[src/rtl/buf_loader_if.sv]
// Host byte stream, buffer write port and executor controls of buf_loader.
// master = host/executor side, slave = the loader itself.
`timescale 1ns/1ps
interface buf_loader_if;
  // Byte handshake: a byte moves on a rising clk edge where in_valid && in_ready;
  // the host holds in_data/in_valid stable until then, in_ready never depends on in_valid.
  logic [7:0]  in_data;
  logic        in_valid;
  logic        in_ready;
  logic [15:0] buf_addr;
  logic [39:0] buf_data;
  logic        buf_wr;
  logic        start;
  logic [15:0] start_addr;
  logic        abort;
  logic        frame_done;
  logic [7:0]  frame_err;
  logic [2:0]  fsm_state;

  modport master (
    output in_data, in_valid,
    input  in_ready, buf_addr, buf_data, buf_wr, start, start_addr, abort,
           frame_done, frame_err, fsm_state
  );

  modport slave (
    input  in_data, in_valid,
    output in_ready, buf_addr, buf_data, buf_wr, start, start_addr, abort,
           frame_done, frame_err, fsm_state
  );
endinterface

[src/rtl/buf_loader.sv]
// Framed byte-stream loader for the executor command buffer (write/start/abort).
// Optional trailing checksum byte: define BUF_LOADER_CHECKSUM_EN.
`timescale 1ns/1ps
module buf_loader #(
  parameter int TIMEOUT_CYCLES = 100000,
  parameter int TIMEOUT_W      = 17
) (
  input logic        clk,
  input logic        rst,
  buf_loader_if.slave bus
);
  typedef enum logic [2:0] {
    S_IDLE, S_ADDR_H, S_ADDR_L, S_CNT_H, S_CNT_L, S_DATA, S_CSUM, S_ISSUE
  } state_t;

  localparam logic [7:0] OP_W = 8'h57;
  localparam logic [7:0] OP_S = 8'h53;
  localparam logic [7:0] OP_A = 8'h41;

  // S_TAIL is where a frame goes once its last field byte has arrived.
`ifdef BUF_LOADER_CHECKSUM_EN
  localparam state_t S_TAIL = S_CSUM;
`else
  localparam state_t S_TAIL = S_ISSUE;
`endif
  localparam logic TAIL_READY = (S_TAIL != S_ISSUE);
  localparam logic [TIMEOUT_W-1:0] TMO_LAST = TIMEOUT_W'(TIMEOUT_CYCLES - 1);

  state_t               state;
  logic [7:0]           opcode;
  logic [15:0]          addr;
  logic [15:0]          cnt;
  logic [2:0]           byte_idx;
  logic [31:0]          word_sh;
  logic [TIMEOUT_W-1:0] tmo_cnt;
  logic                 accept;
  logic                 in_frame;
  logic                 timeout;
  logic                 sum_ok;

  assign accept        = bus.in_valid && bus.in_ready;
  assign in_frame      = (state != S_IDLE) && (state != S_ISSUE);
  assign timeout       = in_frame && !accept && (tmo_cnt == TMO_LAST);
  assign bus.fsm_state = state;

`ifdef BUF_LOADER_CHECKSUM_EN
  logic [7:0] csum;

  // The opcode restarts the sum, so a dropped frame leaves nothing behind.
  always_ff @(posedge clk) begin
    if (rst)
      csum <= '0;
    else if (accept)
      csum <= (state == S_IDLE) ? bus.in_data : csum + bus.in_data;
  end

  assign sum_ok = (csum == 8'h00);
`else
  assign sum_ok = 1'b1;
`endif

  always_ff @(posedge clk) begin
    if (rst) begin
      state          <= S_IDLE;
      opcode         <= '0;
      addr           <= '0;
      cnt            <= '0;
      byte_idx       <= '0;
      word_sh        <= '0;
      tmo_cnt        <= '0;
      bus.in_ready   <= 1'b0;
      bus.buf_addr   <= '0;
      bus.buf_data   <= '0;
      bus.buf_wr     <= 1'b0;
      bus.start      <= 1'b0;
      bus.start_addr <= '0;
      bus.abort      <= 1'b0;
      bus.frame_done <= 1'b0;
      bus.frame_err  <= '0;
    end else begin
      bus.in_ready   <= 1'b1;
      bus.buf_wr     <= 1'b0;
      bus.start      <= 1'b0;
      bus.abort      <= 1'b0;
      bus.frame_done <= 1'b0;
      tmo_cnt        <= (in_frame && !accept) ? tmo_cnt + 1'b1 : '0;

      case (state)
        S_IDLE: if (accept) begin
          opcode <= bus.in_data;
          if (bus.in_data == OP_W || bus.in_data == OP_S || bus.in_data == OP_A) begin
            state <= S_ADDR_H;
          end else begin
            bus.frame_err  <= 8'h01;
            bus.frame_done <= 1'b1;
          end
        end
        S_ADDR_H: if (accept) begin
          addr[15:8] <= bus.in_data;
          state      <= S_ADDR_L;
        end
        S_ADDR_L: if (accept) begin
          addr[7:0] <= bus.in_data;
          if (opcode == OP_W) begin
            state <= S_CNT_H;
          end else begin
            state        <= S_TAIL;
            bus.in_ready <= TAIL_READY;
          end
        end
        S_CNT_H: if (accept) begin
          cnt[15:8] <= bus.in_data;
          state     <= S_CNT_L;
        end
        S_CNT_L: if (accept) begin
          cnt[7:0] <= bus.in_data;
          byte_idx <= '0;
          if ({cnt[15:8], bus.in_data} == 16'd0) begin
            state        <= S_TAIL;
            bus.in_ready <= TAIL_READY;
          end else begin
            state <= S_DATA;
          end
        end
        S_DATA: if (accept) begin
          if (byte_idx == 3'd4) begin
            bus.buf_data <= {word_sh, bus.in_data};
            bus.buf_addr <= addr;
            bus.buf_wr   <= 1'b1;
            addr         <= addr + 16'd1;
            cnt          <= cnt - 16'd1;
            byte_idx     <= '0;
            if (cnt == 16'd1) begin
              state        <= S_TAIL;
              bus.in_ready <= TAIL_READY;
            end
          end else begin
            word_sh  <= {word_sh[23:0], bus.in_data};
            byte_idx <= byte_idx + 3'd1;
          end
        end
`ifdef BUF_LOADER_CHECKSUM_EN
        S_CSUM: if (accept) begin
          state        <= S_ISSUE;
          bus.in_ready <= 1'b0;
        end
`endif
        S_ISSUE: begin
          state          <= S_IDLE;
          bus.frame_done <= 1'b1;
          if (sum_ok) begin
            bus.frame_err <= 8'h00;
            if (opcode == OP_S) begin
              bus.start      <= 1'b1;
              bus.start_addr <= addr;
            end
            if (opcode == OP_A)
              bus.abort <= 1'b1;
          end else begin
            bus.frame_err <= 8'h02;
          end
        end
        default: state <= S_IDLE;
      endcase

      // Only reachable with no byte accepted this cycle, so it never races a transition.
      if (timeout) begin
        state          <= S_IDLE;
        bus.frame_err  <= 8'h03;
        bus.frame_done <= 1'b1;
      end
    end
  end
endmodule

[src/flat_wrapper.sv]
// flat-port wrapper written by rule: the top's interface ports become plain ports
module buf_loader_flat 
#(
  parameter int TIMEOUT_CYCLES = 100000,
  parameter int TIMEOUT_W      = 17
)
  (clk, rst, bus_in_data, bus_in_valid, bus_in_ready, bus_buf_addr, bus_buf_data, bus_buf_wr, bus_start, bus_start_addr, bus_abort, bus_frame_done, bus_frame_err, bus_fsm_state);
  buf_loader_if bus_i ();
  input logic clk;
  input logic rst;
  input wire logic [$bits(bus_i.in_data)-1:0] bus_in_data;
  input wire logic [$bits(bus_i.in_valid)-1:0] bus_in_valid;
  output wire logic [$bits(bus_i.in_ready)-1:0] bus_in_ready;
  output wire logic [$bits(bus_i.buf_addr)-1:0] bus_buf_addr;
  output wire logic [$bits(bus_i.buf_data)-1:0] bus_buf_data;
  output wire logic [$bits(bus_i.buf_wr)-1:0] bus_buf_wr;
  output wire logic [$bits(bus_i.start)-1:0] bus_start;
  output wire logic [$bits(bus_i.start_addr)-1:0] bus_start_addr;
  output wire logic [$bits(bus_i.abort)-1:0] bus_abort;
  output wire logic [$bits(bus_i.frame_done)-1:0] bus_frame_done;
  output wire logic [$bits(bus_i.frame_err)-1:0] bus_frame_err;
  output wire logic [$bits(bus_i.fsm_state)-1:0] bus_fsm_state;
  assign bus_i.in_data = bus_in_data;
  assign bus_i.in_valid = bus_in_valid;
  assign bus_in_ready = bus_i.in_ready;
  assign bus_buf_addr = bus_i.buf_addr;
  assign bus_buf_data = bus_i.buf_data;
  assign bus_buf_wr = bus_i.buf_wr;
  assign bus_start = bus_i.start;
  assign bus_start_addr = bus_i.start_addr;
  assign bus_abort = bus_i.abort;
  assign bus_frame_done = bus_i.frame_done;
  assign bus_frame_err = bus_i.frame_err;
  assign bus_fsm_state = bus_i.fsm_state;
  buf_loader #(.TIMEOUT_CYCLES(TIMEOUT_CYCLES), .TIMEOUT_W(TIMEOUT_W)) u_core (.clk(clk), .rst(rst), .bus(bus_i));
endmodule
[config.mk]
export PLATFORM = sky130hd
export DESIGN_NAME = buf_loader_flat
export DESIGN_NICKNAME = d
export VERILOG_FILES = /design/src/rtl/buf_loader_if.sv /design/src/rtl/buf_loader.sv /design/src/flat_wrapper.sv
export SDC_FILE = /design/constraint.sdc
export NUM_CORES = 1
export LEC_CHECK = 0
export BUFFER_PORTS_ARGS = -buffer_cell sky130_fd_sc_hd__clkbuf_2
export CORE_MARGIN = 4
export CORE_UTILIZATION = 64
export CTS_BUF_LIST = sky130_fd_sc_hd__clkbuf_8
export CTS_CLUSTER_DIAMETER = 80
export CTS_CLUSTER_SIZE = 30
export DETAILED_ROUTE_END_ITERATION = 8
export PLACE_DENSITY = 0.87
export SYNTH_ARGS = -nofsm -noshare
export SYNTH_HDL_FRONTEND = slang
export SYNTH_SLANG_ARGS = --single-unit
[constraint.sdc]
create_clock -name clk -period 5 [get_ports clk]
set_clock_uncertainty 0.15 [all_clocks]
set_input_delay 0.5 -clock clk [delete_from_list [all_inputs] [get_ports clk]]
set_output_delay 0.5 -clock clk [all_outputs]
set_load 0.01 [all_outputs]
==> results of run 1 <==
[layout make-up]
type	instances	area share
multi-input combinational	689	0.439
sequential	174	0.430
timing repair buffer	99	0.0636
clock buffer	21	0.0356
tap	140	0.0216
clock inverter	9	0.00602
inverter	11	0.00509
[power groups by stage]
stage	logic [mW]	registers, mW	clock network (mW)
after floorplan	0.0445	1.42	0
after global placement	0.0612	1.42	0
after detailed placement	0.0607	1.42	0
after CTS	0.0608	1.39	0.863
after global routing	0.0684	1.39	0.915
final	0.0621	1.39	0.851
[final timing paths]
path	startpoint	cells past startpoint	endpoint	slack (ps)
worst max register to register	u_core.bus.fsm_state[0]	5	u_core.addr[14]	2070
worst max-delay path	u_core.bus.fsm_state[0]	5	u_core.addr[14]	2070
worst min register to register	u_core.word_sh[25]	2	u_core.bus.buf_data[33]	310
worst min-delay path	bus_in_data[3]	3	u_core.word_sh[3]	210
[cell families after synthesis]
family | count (synthesis)
other | 1
flip-flops | 174
AO/OA/AOI/OAI | 221
adder cells (fa/ha/maj) | 6
multiplexers | 18
AND/OR/NAND/NOR | 424
XOR/XNOR | 14
buffers and inverters | 81
[state kept, by name, summed over array words and instances, names as in the netlist]
signal and cells:
u_core.bus.start 1, u_core.byte_idx 3, u_core.bus.in_ready 1, u_core.bus.fsm_state 3, u_core.word_sh 32, u_core.bus.start_addr 16, u_core.bus.buf_data 40, u_core.tmo_cnt 17
u_core.bus.buf_wr 1, u_core.addr 16, u_core.bus.abort 1, u_core.bus.frame_done 1, u_core.cnt 16, u_core.bus.frame_err 2, u_core.bus.buf_addr 16, u_core.opcode 8
[cells in the final DEF (no fill, tap or decap), drive strengths merged, types with 4 or more instances in the layout]
cell,instances
buf,8
xor2,9
nor4,13
or3,9
nand2b,6
nor3b,4
nand4,13
nand3,22
nor3,18
a31oi,6
and2,10
or2,4
mux2i,18
inv,15
nor2b,6
clkbuf,112
dfxtp,174
a21oi,132
nor2,70
xnor2,5
nand2,231
o21ai,41
and3,8
conb,6
a211oi,6
o41ai,4
ha,6
[worst min-delay path, delay by kind of cell]
kind                   cells  cell delay (ps)
and+or+nand+nor            1               80
buffers and inverters      1              130
AOI/OAI and AO/OA          1               50
[per-stage QoR]
stage / utilization / cells / instance area [sq um] / hold slack [ps] / worst slack, ps
after floorplan: - / 944 / 7350 / 280 / 2900
after global placement: 0.705 / 1113 / 7770 / 288 / 2160
after detailed placement: 0.705 / 1113 / 7770 / 295 / 2150
after CTS: 0.735 / 1143 / 8110 / 181 / 2140
after global routing: 0.735 / 1143 / 8110 / 223 / 1790
final: 0.735 / 1143 / 8110 / 205 / 2070
[routing by layer]
metal  wire length [microns]  global-route usage  share of wire  vias up
met5                       0                   0              0        -
met4                     362               0.103          0.020        0
met3                    1620              0.0579          0.091       31
met2                    8140               0.419           0.46      287
met1                    7690               0.382           0.43     3132
li1                        -                   -              -     3314
==> impl_results.md, run 1 <==
* Post-synthesis compound-gate area fraction at 0.171
* Cell accounting for the most synthesized area: dfxtp_1
* Register Area at 3480 sq um
* RSZ-0062 raised after global routing: false
* Die Ht at 115 microns
* Clk buf depth at 2
* Post-synth top flop: dfxtp_1
* Setup_tns at 0 ps
* Detailed-route via count at 6,764
* Cts hold-fix bufs at 0
* Relative slew slack at 0.371
* Sw frac at 0.225
* Final hold viol count at 0
* Crit-path max FO at 37
* Commonest cells in the synthesized netlist: nand2_1, dfxtp_1, a21oi_1, nor2_1, clkbuf_1
* Crit path launch type: flip-flop
* Synth Instances at 939
* Worst-path clk slew at 90 ps
* Final GP Congestion at 0.954
* Max-cap violations at 0
* Detailed placer's ending HPWL at 11,800 microns
* Final Max Slew Viols at 0
* Register area share after synthesis at 0.475
* Average wire per standard cell at 15.6 microns
* Post-synth EDFFs at 0
* Power Dens Cells at 284 nW/um^2
* Placement Rows at 38
* Simple-gate share of the synthesized area at 0.257
* Yosys top cell area share at 0.475
* F_max at 342 MHz
* Flops & latches, synth at 174
* Critical path arrival at 3070 ps
* # diodes at 0
* Area grow syn2layout at 10.6%
* H-Tree Depth at 4
* Yosys warnings at 0
* Pint at 1.79 mW
* Sequential fraction of design power at 0.604
* Worst skew pair latency at 450 ps
* Slowest stage cell, crit path: dfxtp_1
* Ys async rst share at 0
* Buf/Inv on CP at 1
* Mux share of post-synthesis cell area at 0.0246
* Status: completed
* Delay-heaviest family, CP: simple AND/OR/NAND/NOR gates
* Starting Density at 0.665
* XOR/XNOR share of the synthesized area at 0.0167
* Clk pwr share at 0.369
* DRT iter0 DRCs at 784
* Actual slew at the worst max-slew pin at 938 ps
* Peak supply drop at 0.224 mV
* Leakage power total at 2.86 nW
* Inserted Clock Buffers at 17
* Final total power at 2.31 mW
* Critical setup path kind: reg2reg
* Post-route minimum period at 2930 ps
* Cell area after synthesis at 7330 sq um
* Share of cells above drive strength 1 at 0.136
* # fillers at 868
* Die Area at 13,200 sq um
* Total grt overflow at 0
* P_sw at 519 uW
* Post-CTS Setup Bufs at 0
* Post-route DRC at 0
* PortBufs at 92
* CTS Root Cell: clkbuf_8
* Vias in the first global route at 6,121
* First-pass GRT wire length at 29,400 microns
* Nets@finish at 1,009
* ANT nets after route at 0
* Die X at 115 microns
* Synth top area cells: dfxtp_1, nand2_1, a21oi_1, nor2_1, clkbuf_1
* CTS tree: done
* Multi-input gate area at 3560 sq um
* Period utilisation layout at 0.586
* Total Routing Usage GR at 0.274
* Most frequent CP cell: nor4_1
* CTS sink cnt at 174
* Post-cts sizing count at 0
* Antenna violations before repair at 0
* Synth Area in Adders at 0.0102
* Required @ worst endpoint at 5140 ps
* HP Class: in2reg
* Vias per cell at 5.92
* Cell Chain, Critical Path: and3b_1 -> nand2_2 -> buf_4 -> nor4_1 -> nor4_1
* Crit end category: flip-flop
* DRT Pass-1 Iters at 5
* Setup Viol. Count Final at 0
* Largest family of logic cells by synthesized area: simple AND/OR/NAND/NOR gates
* Syn Area/Cell at 7.81 sq um
* Core ar. at 11,000 sq um
* Largest net degree at the start of global routing at 87
* Io pins at 99
* Most common cell in the netlist: nand2_1
* Final WL at 17,800 microns
* Cell variety after synth at 58
* Combinational fraction of design power at 0.027
* Max incr delay on CP at 680 ps
No activity file was read; power rests on OpenSTA's default activity.
==> run 2: changes to the inputs <==
ABC_AREA = 1   (was unset)
CORE_UTILIZATION = 60   (was 64)
PLACE_DENSITY = 0.83   (was 0.87)
clock period = 2.96 ns   (was 5 ns; I/O delays follow)
==> run 2 against run 1 <==
Clock power grew 65%; sequential power grew 71%; critical path depth grew 6; flip-flop and latch count is the same; register-to-register slack lost 1500 ps; highest routed layer unchanged; count of clock-buffer cells in the layout shrank 2; worst hold slack lost 160 ps; routed wire length grew 0.65%; utilization shrank 5.1 points.
==> impl_results.md, run 2 <==
* Status: completed
* Largest net degree at the start of global routing at 54 (-38%)
* Critical setup path kind: reg2reg
* Final WL at 17,900 microns (+0.65%)
* Most frequent cells in the layout: nor2_1, dfxtp_1, nand2_1
* DRT Pass-1 Iters at 5 (unchanged)
* DRT iter0 DRCs at 724 (-7.7%)
* Flops & latches, synth at 174 (unchanged)
* Starting Density at 0.616 (-0.0487)
* Final GP Congestion at 0.905 (-5.2%)
* Total Routing Usage GR at 0.250 (-0.0237)
* Peak supply drop at 0.359 mV (+60%)
* Largest regs: u_core.bus.buf_data: 40 flops, u_core.word_sh: 32 flops, u_core.tmo_cnt: 17 flops
* H-Tree Depth at 4 (unchanged)
* Max-cap violations at 0 (unchanged)
* Post-synth EDFFs at 0 (unchanged)
* Post-CTS Setup Bufs at 0 (unchanged)
* Area grow syn2layout at 11.1%
* Delay-heaviest family, CP: buffers and inverters
* Cell Chain, Critical Path: inv_1 -> nand2_2 -> nor2_4 -> buf_4 -> inv_2 -> nand2_1 -> nand3_1 -> inv_2 -> nand2_1 -> a21oi_1 -> nor2_1
* Core ar. at 12,100 sq um (+9.8%)
* Cell area after synthesis at 7460 sq um (+1.8%)
* First-pass GRT wire length at 29,100 microns (-0.94%)
* Clk buf depth at 2 (unchanged)
* Cell variety after synth at 35 (-40%)
* Yosys warnings at 0 (unchanged)
* Placement Rows at 40 (+5.3%)
* Detailed-route via count at 6,986 (+3.3%)
* CTS Root Cell: clkbuf_8
* Crit-path max FO at 28 (-24%)
* Commonest non-fill, non-tap cell in the layout: nor2_1
* Synth top area cells: dfxtp_1, nor2_1, o21ai_0, nand2_1, a21oi_1
* Final Max Slew Viols at 0 (unchanged)
* Final total power at 4.01 mW (+74%)
* Vias in the first global route at 6,066 (-0.90%)
* Setup_tns at 0 ps (unchanged)
* Worst-path clk slew at 80 ps (about the same)
* Total grt overflow at 0 (unchanged)
* Power Dens Cells at 484 nW/um^2 (+70%)
* Synth Instances at 1,043 (+11%)
* Buf/Inv on CP at 4 (+3)
* CTS tree: done
* Post-cts sizing count at 0 (unchanged)
* Die Ht at 120 microns (+3.9%)
* Yosys top cell area share at 0.467 (-0.00821)
* Leakage power total at 3.47 nW (+21%)
* Most common cell in the netlist: nor2_1
* Required @ worst endpoint at 3180 ps (-1960 ps)
* Post-route worst setup slack at 550 ps (-1520 ps)
* F_max at 415 MHz (+21%)
* Critical path arrival at 2630 ps (-440 ps)
* Crit path launch type: flip-flop
* Cts hold-fix bufs at 0 (unchanged)
* Worst skew pair latency at 470 ps (+20 ps)
* Inserted Clock Buffers at 17 (unchanged)
* Share of cells above drive strength 1 at 0.134 (-0.00196)
* Setup Viol. Count Final at 0 (unchanged)
* Ys async rst share at 0 (unchanged)
* Post-route DRC at 0 (unchanged)
* Average wire per standard cell at 13.8 microns (-11%)
* ANT nets after route at 0 (unchanged)
* # diodes at 0 (unchanged)
* Post-route minimum period at 2410 ps (-518 ps)
* HP Class: in2reg
* Final hold viol count at 0 (unchanged)
* Register area share after synthesis at 0.467 (-0.00821)
* Relative slew slack at 0.580 (+0.209)
* CTS sink cnt at 174 (unchanged)
* Vias per cell at 5.38 (-9.1%)
* Crit end category: flip-flop
* PortBufs at 92 (unchanged)
* Cell accounting for the most synthesized area: dfxtp_1
* Die Area at 14,300 sq um (+7.9%)
* Period utilisation layout at 0.814 (+0.229)
* Max reg flops at 40 (unchanged)
* Post-synth top flop: dfxtp_1
* RSZ-0062 raised after global routing: false
* Slowest stage cell, crit path: dfxtp_1
* Syn Area/Cell at 7.15 sq um (-8.4%)
* Detailed placer's ending HPWL at 12,600 microns (+6.3%)
* Nets@finish at 1,135 (+12%)
* Io pins at 99 (unchanged)
* Max incr delay on CP at 370 ps (-310 ps)
* Reg with most FFs: u_core.bus.buf_data
* Commonest cells in the synthesized netlist: nor2_1, dfxtp_1, nand2_1, o21ai_0, a21oi_1
* Antenna violations before repair at 0 (unchanged)
* Die X at 120 microns (+3.9%)
* Post-Place Setup Slack at 623 ps (-1530 ps)
* Actual slew at the worst max-slew pin at 629 ps (-309 ps)
==> run 2: cell count changes in the layout (fill, tap and decap cells not counted), moves of 8 or more <==
cell     before  now
inv_2         0   11
o21ai_0      41  135
inv_1        15   82
nor2_1       69  225
or3_1         8    0
nand3_1      22   42
mux2i_1      18    0
and2_1        9    0
nor4_1       12    1
o21ai_1       0   12
and3_1        8    0
nand2_1     230  150
a21oi_1     131   88
==> run 2: cell families (layout without fill, tap and decap cells) <==
| kind of cell | count (synthesis) | count (layout) | share of synthesized area |
|---|---|---|---|
| simple gates | 457 | 457 | 0.251 |
| flops | 174 | 174 | 0.467 |
| xor+xnor | 15 | 15 | 0.0176 |
| fa+ha+maj | 6 | 6 | 0.0101 |
| other cells | 1 | 6 | 0.000503 |
| compound gates | 249 | 249 | 0.171 |
| buf+inv | 141 | 223 | 0.0825 |
==> run 2: per-stage QoR <==
stage,cell area (sq um),hold slack (ps),instances,utilization
after detailed placement,7970,292,1267,0.658
after global placement,7970,280,1267,0.658
after CTS,8290,15.1,1298,0.685
final,8290,40.8,1298,0.685
after global routing,8290,21.5,1298,0.685
after floorplan,7480,264,1048,-
==> run 2: path summary, 6_finish.rpt <==
check             cells past startpoint  slack [ps]                end               startpoint
setup / recovery                     11         550     u_core.addr[7]  u_core.bus.fsm_state[1]
hold / removal                        3          40      u_core.cnt[6]           bus_in_data[6]
setup reg to reg                     11         550     u_core.addr[7]  u_core.bus.fsm_state[1]
hold reg to reg                       1         300  u_core.tmo_cnt[0]        u_core.tmo_cnt[0]
==> run 2: power by group <==
group / leakage (nW) / internal [mW] / switching (mW)
logic: 1.89 / 0.0712 / 0.156
registers: 1.40 / 2.36 / 0.0222
clock network: 0.181 / 0.595 / 0.806
==> run 2: layout make-up <==
cell class,instances,area (sq um)
clock buffers,19,262
clock inverters,12,60.1
fillers,1102,3820
inverters,88,333
multi-input cells,733,3380
flip-flops and latches,174,3480
well taps,168,210
repair buffers,104,563
==> run 2: worst register-to-register path, cell delays in order (launching register included) <==
cell,delay (ps)
dfxtp_1,370
inv_1,140
nand2_2,110
nor2_4,140
buf_4,330
inv_2,240
nand2_1,110
nand3_1,250
inv_2,220
nand2_1,70
a21oi_1,120
nor2_1,50
==> run 2: metal layers <==
metal / up-vias / GRT usage / routed length [microns]
met5: - / 0 / 0
met4: 0 / 0.0923 / 466
met1: 3153 / 0.319 / 7600
met3: 43 / 0.0669 / 1160
li1: 3535 / - / -
met2: 255 / 0.408 / 8690
